### config.mk
export PLATFORM = sky130hd
export DESIGN_NAME = multicycle_control_unit
export DESIGN_NICKNAME = d
export VERILOG_FILES = /design/src/rtl/multicycle_control_unit.sv
export SDC_FILE = /design/constraint.sdc
export NUM_CORES = 1
export LEC_CHECK = 0
export BUFFER_PORTS_ARGS = -buffer_cell sky130_fd_sc_hd__buf_2
export CAP_MARGIN = 20
export CORE_MARGIN = 10
export CORE_UTILIZATION = 53
export CTS_BUF_LIST = sky130_fd_sc_hd__clkbuf_16
export DETAILED_ROUTE_END_ITERATION = 8
export GPL_TIMING_DRIVEN = 0
export PLACE_DENSITY_LB_ADDON = 0.2
export SKIP_CTS_REPAIR_TIMING = 1
export SLEW_MARGIN = 20
export SYNTH_ARGS = -nofsm -noshare
export SYNTH_HDL_FRONTEND = slang
export SYNTH_SLANG_ARGS = --single-unit
### constraint.sdc
create_clock -name clk -period 5.43 [get_ports clk]
set_clock_uncertainty 0.05 [all_clocks]
set_input_delay 1.3575 -clock clk [delete_from_list [all_inputs] [get_ports clk]]
set_output_delay 1.3575 -clock clk [all_outputs]
set_load 0.02 [all_outputs]
### src/rtl/multicycle_control_unit.sv
// Multi-cycle RV32I control FSM: sequences fetch, decode, execute, memory and
// writeback, drives datapath selects/enables, and traps on SYSTEM, illegal
// opcodes or memory handshake timeouts.
module multicycle_control_unit #(
  parameter int TIMEOUT       = 15,
  parameter bit ENABLE_CUSTOM = 1'b0
) (
  input  logic       clk,
  input  logic       rst_n,
  input  logic [6:0] opcode,
  input  logic       imem_ack,
  input  logic       dmem_ack,
  input  logic       branch_taken,
  output logic       imem_req,
  output logic       ir_write,
  output logic       dmem_req,
  output logic       dmem_we,
  output logic [1:0] alu_src_a,
  output logic       alu_src_b,
  output logic [1:0] alu_op,
  output logic [1:0] mem_to_reg,
  output logic       reg_write,
  output logic       pc_write,
  output logic [1:0] pc_src,
  output logic       custom_op,
  output logic       trap,
  output logic [1:0] trap_cause,
  output logic [2:0] state
);

  localparam logic [6:0] OPC_LOAD    = 7'b0000011;
  localparam logic [6:0] OPC_STORE   = 7'b0100011;
  localparam logic [6:0] OPC_BRANCH  = 7'b1100011;
  localparam logic [6:0] OPC_JALR    = 7'b1100111;
  localparam logic [6:0] OPC_JAL     = 7'b1101111;
  localparam logic [6:0] OPC_OPIMM   = 7'b0010011;
  localparam logic [6:0] OPC_OP      = 7'b0110011;
  localparam logic [6:0] OPC_LUI     = 7'b0110111;
  localparam logic [6:0] OPC_AUIPC   = 7'b0010111;
  localparam logic [6:0] OPC_SYSTEM  = 7'b1110011;
  localparam logic [6:0] OPC_CUSTOM0 = 7'b0001011;

  // Wait counter holds the number of unacknowledged request cycles so far.
  localparam int             CW       = (TIMEOUT > 1) ? $clog2(TIMEOUT + 1) : 1;
  localparam logic [CW-1:0]  CNT_LAST = CW'((TIMEOUT > 0) ? TIMEOUT - 1 : 0);

  typedef enum logic [2:0] {
    ST_RESET  = 3'd0,
    ST_FETCH  = 3'd1,
    ST_DECODE = 3'd2,
    ST_EXEC   = 3'd3,
    ST_MEM    = 3'd4,
    ST_WB     = 3'd5,
    ST_TRAP   = 3'd6
  } state_e;

  state_e          state_q, state_d;
  logic [6:0]      op_q, op_d;
  logic [CW-1:0]   cnt_q, cnt_d;
  logic            br_q, br_d;
  logic [1:0]      cause_q, cause_d;

  logic is_load, is_store, is_branch, is_jal, is_jalr, is_op, is_opimm;
  logic is_lui, is_auipc, is_system, is_custom, is_legal, timed_out;

  assign is_load   = (op_q == OPC_LOAD);
  assign is_store  = (op_q == OPC_STORE);
  assign is_branch = (op_q == OPC_BRANCH);
  assign is_jal    = (op_q == OPC_JAL);
  assign is_jalr   = (op_q == OPC_JALR);
  assign is_op     = (op_q == OPC_OP);
  assign is_opimm  = (op_q == OPC_OPIMM);
  assign is_lui    = (op_q == OPC_LUI);
  assign is_auipc  = (op_q == OPC_AUIPC);
  assign is_system = (op_q == OPC_SYSTEM);
  assign is_custom = ENABLE_CUSTOM && (op_q == OPC_CUSTOM0);
  assign is_legal  = is_load | is_store | is_branch | is_jal | is_jalr | is_op |
                     is_opimm | is_lui | is_auipc | is_custom;

  // Last permitted request cycle without an ack; never true when TIMEOUT is 0.
  assign timed_out = (TIMEOUT > 0) && (cnt_q == CNT_LAST);

  assign state = state_q;

  // State and instruction-context registers, cleared asynchronously.
  always_ff @(posedge clk or negedge rst_n) begin
    if (!rst_n) begin
      state_q <= ST_RESET;
      op_q    <= '0;
      cnt_q   <= '0;
      br_q    <= 1'b0;
      cause_q <= 2'b00;
    end else begin
      state_q <= state_d;
      op_q    <= op_d;
      cnt_q   <= cnt_d;
      br_q    <= br_d;
      cause_q <= cause_d;
    end
  end

  // Next-state logic and datapath controls, decoded from state and op_q.
  always_comb begin
    state_d    = state_q;
    op_d       = op_q;
    cnt_d      = '0;
    br_d       = br_q;
    cause_d    = cause_q;
    imem_req   = 1'b0;
    ir_write   = 1'b0;
    dmem_req   = 1'b0;
    dmem_we    = 1'b0;
    alu_src_a  = 2'b00;
    alu_src_b  = 1'b0;
    alu_op     = 2'b00;
    mem_to_reg = 2'b00;
    reg_write  = 1'b0;
    pc_write   = 1'b0;
    pc_src     = 2'b00;
    custom_op  = 1'b0;
    trap       = 1'b0;
    trap_cause = 2'b00;

    case (state_q)
      ST_RESET: state_d = ST_FETCH;

      ST_FETCH: begin
        imem_req = 1'b1;
        if (imem_ack) begin
          ir_write = 1'b1;
          op_d     = opcode;
          state_d  = ST_DECODE;
        end else if (timed_out) begin
          state_d = ST_TRAP;
          cause_d = 2'b10;
        end else begin
          cnt_d = cnt_q + CW'(1);
        end
      end

      ST_DECODE: begin
        custom_op = is_custom;
        if (is_system) begin
          state_d = ST_TRAP;
          cause_d = 2'b00;
        end else if (!is_legal) begin
          state_d = ST_TRAP;
          cause_d = 2'b01;
        end else begin
          state_d = ST_EXEC;
        end
      end

      ST_EXEC: begin
        custom_op = is_custom;
        br_d      = branch_taken;
        if (is_lui)        alu_src_a = 2'b10;
        else if (is_auipc) alu_src_a = 2'b01;
        alu_src_b = is_opimm | is_load | is_store | is_jalr | is_lui | is_auipc;
        if (is_op || is_custom) alu_op = 2'b10;
        else if (is_opimm)      alu_op = 2'b11;
        else if (is_branch)     alu_op = 2'b01;
        state_d = (is_load || is_store) ? ST_MEM : ST_WB;
      end

      ST_MEM: begin
        dmem_req = 1'b1;
        dmem_we  = is_store;
        if (dmem_ack) begin
          state_d = ST_WB;
        end else if (timed_out) begin
          state_d = ST_TRAP;
          cause_d = 2'b11;
        end else begin
          cnt_d = cnt_q + CW'(1);
        end
      end

      ST_WB: begin
        custom_op = is_custom;
        pc_write  = 1'b1;
        reg_write = !(is_store || is_branch);
        if (is_load)                mem_to_reg = 2'b01;
        else if (is_jal || is_jalr) mem_to_reg = 2'b10;
        if (is_jal || (is_branch && br_q)) pc_src = 2'b01;
        else if (is_jalr)                  pc_src = 2'b10;
        state_d = ST_FETCH;
      end

      ST_TRAP: begin
        trap       = 1'b1;
        trap_cause = cause_q;
      end

      default: state_d = ST_RESET;
    endcase
  end

endmodule

# Word-level counts from Yosys, hierarchy flattened
# Cells that the tools add are included.
[op_classes]
n_reduce_logical = 11
mux = 41
n_addsub = 1
n_bitwise = 13
eq_ne = 22
[op_table]
columns = ["cell", "count"]
rows = [
  ["2-bit 2-to-1 mux", 18],
  ["7-bit equality test, second input constant", 4],
  ["7-bit by 6-bit equality test with 1-bit output, second input constant", 3],
  ["3-bit one-hot mux with 6 select lines", 1],
  ["3-bit 2-to-1 mux", 5],
  ["7-bit by 5-bit equality test with 1-bit output, second input constant", 2],
  ["1-bit bitwise OR", 13],
  ["1-bit 2-to-1 mux", 12],
  ["4-bit 2-to-1 mux", 3],
  ["3-bit equality test, second input constant", 3],
  ["2-bit != test, second input constant", 4],
  ["4-bit one-hot mux with 2 select lines", 1],
  ["7-bit by 2-bit equality test with 1-bit output, second input constant", 1],
  ["3-bit by 2-bit equality test with 1-bit output, second input constant", 2],
  ["2-bit one-hot mux with 3 select lines", 1],
  ["6-bit AND reduction", 1],
  ["4-bit by 1-bit adder with 4-bit output, second input constant", 1],
  ["4-bit equality test, second input constant", 1],
  ["1-bit logical OR", 4],
  ["3-bit by 1-bit equality test with 1-bit output, second input constant", 1],
  ["3-bit zero test", 1],
  ["3-bit != test, second input constant", 1],
  ["3-bit nonzero test", 1],
  ["2-bit AND reduction", 1],
  ["3 further kinds", 3],
]
[word_totals]
wordCells = 93
register_bits = 17
in_bits = 12
output_inout_bits = 22

# Logic depth before layout (Yosys ltp)
[depth]
ltp_word = 12
ltp_mapped = 8
depth_no_buf = 6

# Worst setup path after synthesis
# OpenSTA, ideal clock, no wires.
[synth_timing]
path_kind = "register to output"
from = "reg state_q[0], in the netlist state[0]"
to = "out dmem_we"
required_time_ns = 4.023
path_stages_with_launch = 5
path_buffers = 1
arrival_ns = 1.905
slack_ns = 2.118
path_cell_list = "dfrtp_1 -> buf_2 -> nand2b_1 -> nor2_1 -> nor4b_1"
[synth_via]
elab_chain_cells = 2
[synth_lines]
columns = ["item", "line", "source"]
rows = [
  ["start: declaration", "57", "state_e state_q, state_d;"],
  ["start signal: assignment", "94", "state_q <= state_d;"],
  ["3-bit equality test", "124", "case (state_q)"],
  ["1-bit 2-to-1 mux", "124", ""],
  ["end: declaration", "17", "output logic dmem_we,"],
]
# Every way passes these cells.

# Worst setup path after layout
[layout_timing]
from = "in imem_ack"
to = "out ir_write"
[layout_via]
elab_chain_cells = 2
[layout_lines]
columns = ["item", "line", "source"]
rows = [
  ["start: declaration", "11", "input logic imem_ack,"],
  ["1-bit 2-to-1 mux", "129", "if (imem_ack) begin"],
  ["1-bit 2-to-1 mux", "124", ""],
  ["end: declaration", "15", "output logic ir_write,"],
]
# Every way passes these cells.

==> summary.md <==
| Metric | Value |
|---|---|
| Hold path start | cnt_q[0]$_DFF_PN0_ |
| Number of synthesized register bits | 17 |
| Post-Route WL | around 2600 um |
| Core area | between 1500 and 2000 um2 |
| PwrDens | 511 nW/um2 |
| Worst setup margin | between 2000 and 2500 ps |
| GPL Wtd Cong | 0.915 |
| CTS max path bufs | 2 |
| Design Area, Final | between 1000 and 1500 um2 |
| Clock power share | 0.208 |
| FF-to-FF path depth | 6 |
| Syn Nets | 131 |
| Final instance count without filler cells | between 150 and 200 |
| Placed cell count | 176 |
| Psw | 287 uW |
| Setup TNS | 0 ps |
| First-pass GRT wire length | 4550 um |
| Layout cell share with drive strength beyond 1 | 0.340 |
| Ant. Diodes | 0 |
| Setup violations, final | 0 |
| CP Max Fanout | 9 |
| Via density | 5.41 |
| Clock Pin Slew Worst Setup and Hold Paths | 50 ps |
| Die height | 65.0 um |
| Hold Vio Cnt, Final | 0 |
| Starting Density | 0.552 |
| RSZ-0062 raised after global routing | false |
| Seq pwr share | 0.324 |
| Worst Path Required | 4020 ps |
| Switching share of power | 0.418 |
| Internal power | 400 uW |
| Fmax | 0.292 GHz |
| Yosys top cell area share | 0.397 |
| # IOs | 34 |
| DRT iter0 DRCs | 58 |
| Post-Place Worst Slack | 2000 ps |
| Sequential-to-total area share from yosys stat | 0.397 |
| R2R setup slack | 3520 ps |
| Vias | 974 |
| H-tree depth | 1 |
| Tcrit/Tclk final | 0.631 |
| Vias in the first global route | 1017 |
| WHS Endpoint | cnt_q[0]$_DFF_PN0_ |
| Sink Count | 17 |
| Crit Reg-Reg Endpoint | op_q[1]$_DFFE_PN0P_ |
| Critical path capture point type | primary output |
| Num CTS Buffers | 3 |
| Status | complete, no violations |
| Area leader, netlist | dfrtp_1 |
| WP data arrival | 2020 ps |
| Yosys warns | 0 |
| Placed Area | 1270 um2 |
| CP startpoint kind | input port |
| Drt drc | 0 |
| Leakage | 0.655 nW |
| Row Count | 16 |
| Post-synthesis cell type count | 43 |
| Full die area | 4220 um2 |
| Final ANT Viol Nets | 0 |
| Total grt overflow | 0 |
| Max-Cap Viols | 0 |
| VDD IR max | 0.321 mV |
| RR Startpoint | state[2]$_DFFE_PN0N_ |
| CTS root buf | clkbuf_16 |
| Final worst path period need | 3430 ps |
| Port bufs | 32 |
| Antenna violations before repair | 0 |
| Mapped Area | approximately 1100 um2 |
| CTS tree | built |
| Pin count of the biggest net entering global routing | 18 |
| DP Wirelength | 2130 um |
| Final nets | 168 |
| Synth Area per Inst | 9.16 um2 |
| Chip Width | around 65 um |
| Post-DR wirelength/cell | between 10 and 15 um |
| Area Overhead vs Synth | 25.4% |
| Pins over their slew limit | 0 |
| Hold WC Path Type | flop to flop |
| Clk Latency, worst-skew pair | between 200 and 250 ps |
| Setup Crit Path Kind | input port to primary output |
| All-Layer GR Usage | 0.132 |
| Drt first pass iters | 4 |
| Logic pwr share | 0.468 |
| Hold depth | 1 |
| Mapped Cells | 117 |
| Area contributors post-synth | dfrtp_1 40%, mux2_2 7.4%, nor2_1 4.6%, o21ai_0 3.3%, nand2b_1 2.9% |
cell families (layout without fill, tap and decap cells):
| kind of cell | count (synthesis) | after routing | synth area share |
|---|---|---|---|
| other | 1 | 1 | 0.00350 |
| buffers and inverters | 14 | 50 | 0.0618 |
| multiplexers | 7 | 7 | 0.0735 |
| flip-flops | 17 | 17 | 0.397 |
| adder cells (fa/ha/maj) | 2 | 2 | 0.0233 |
| XOR/XNOR | 2 | 2 | 0.0163 |
| AO/OA/AOI/OAI | 21 | 21 | 0.137 |
| AND/OR/NAND/NOR | 53 | 53 | 0.288 |
synth_stat cells, drive strengths merged:
| master | count |
|---|---|
| clkbuf | 3 |
| and2 | 2 |
| a31oi | 1 |
| o21a | 1 |
| ha | 2 |
| a211oi | 2 |
| nor2b | 1 |
| a21oi | 2 |
| nand2b | 5 |
| nand3 | 3 |
| conb | 1 |
| o22ai | 1 |
| xor2 | 1 |
| or3 | 2 |
| o21ai | 7 |
| or2 | 2 |
| a22oi | 1 |
| a221oi | 1 |
| nor3b | 1 |
| xnor2 | 1 |
| a32oi | 1 |
| nand4b | 2 |
| nor4b | 3 |
| o21ba | 1 |
| mux2 | 7 |
| nand2 | 7 |
| nor2 | 13 |
| nor3 | 6 |
| inv | 7 |
| a31o | 1 |
| o32ai | 1 |
| and3 | 3 |
| nand3b | 2 |
| buf | 4 |
| nor4 | 1 |
| o2bb2ai | 1 |
| dfrtp | 17 |
worst max-delay path, stage by stage:
cell    delay (ps)
buf_2          120
and2_1         140
buf_2          210
buf_2          200
layout by cell type (no fill, tap or decap), drive strengths merged, types with 2 or more instances in the layout:
cell,n
buf,36
dfrtp,17
nor2,13
inv,8
o21ai,7
mux2,7
nand2,7
nor3,6
clkbuf,6
nand2b,5
and3,3
nand3,3
nor4b,3
and2,2
nand3b,2
or2,2
nand4b,2
a21oi,2
ha,2
or3,2
a211oi,2
layout make-up:
cell class	count	area [um2]
fillers	158	597
multi-input cells	86	581
flip-flops and latches	17	425
repair buffers	32	160
clock buffers	3	75.1
plain buffers	7	40.0
well taps	27	33.8
inverters	7	26.3
clock inverters	1	3.75
worst max path at each step:
stage                               startpoint       end  slack (ps)  depth (start not counted)
final                                 imem_ack  ir_write        2000                          4
after detailed placement              imem_ack  ir_write        2000                          4
after global routing                  imem_ack  ir_write        1950                          4
after global placement                imem_ack  ir_write        2020                          4
after floorplan           state[0]$_DFFE_PN0N_   dmem_we        2120                          4
after CTS                             imem_ack  ir_write        1990                          4
flip-flops by register name (all words and copies together), names as in the netlist:
name	count
op_q	7
cnt_q	4
state	3
cause_q	2
br_q	1
stage by stage:
stage	total power [mW]	utilization	hold slack, ps
after global placement	0.533	0.652	423
after floorplan	0.457	-	403
after detailed placement	0.546	0.652	436
final	0.688	0.693	441
after CTS	0.691	0.693	442
after global routing	0.741	0.693	468
metal layers:
layer,vias to the layer above,GRT usage,share of wire
met3,9,0.0395,0.050
li1,485,-,-
met1,456,0.143,0.41
met5,-,0,0
met4,0,0.0615,0.031
met2,24,0.229,0.51
power groups by stage:
stage          clock network (mW)  logic, mW  registers [mW]
2_1_floorplan                   0      0.234           0.223
3_3_place_gp                    0      0.311           0.221
3_5_place_dp                    0      0.321           0.225
4_1_cts                     0.145      0.324           0.223
5_1_grt                     0.151      0.358           0.231
6_report                    0.143      0.322           0.223
Power figures use the tool's default switching activity.
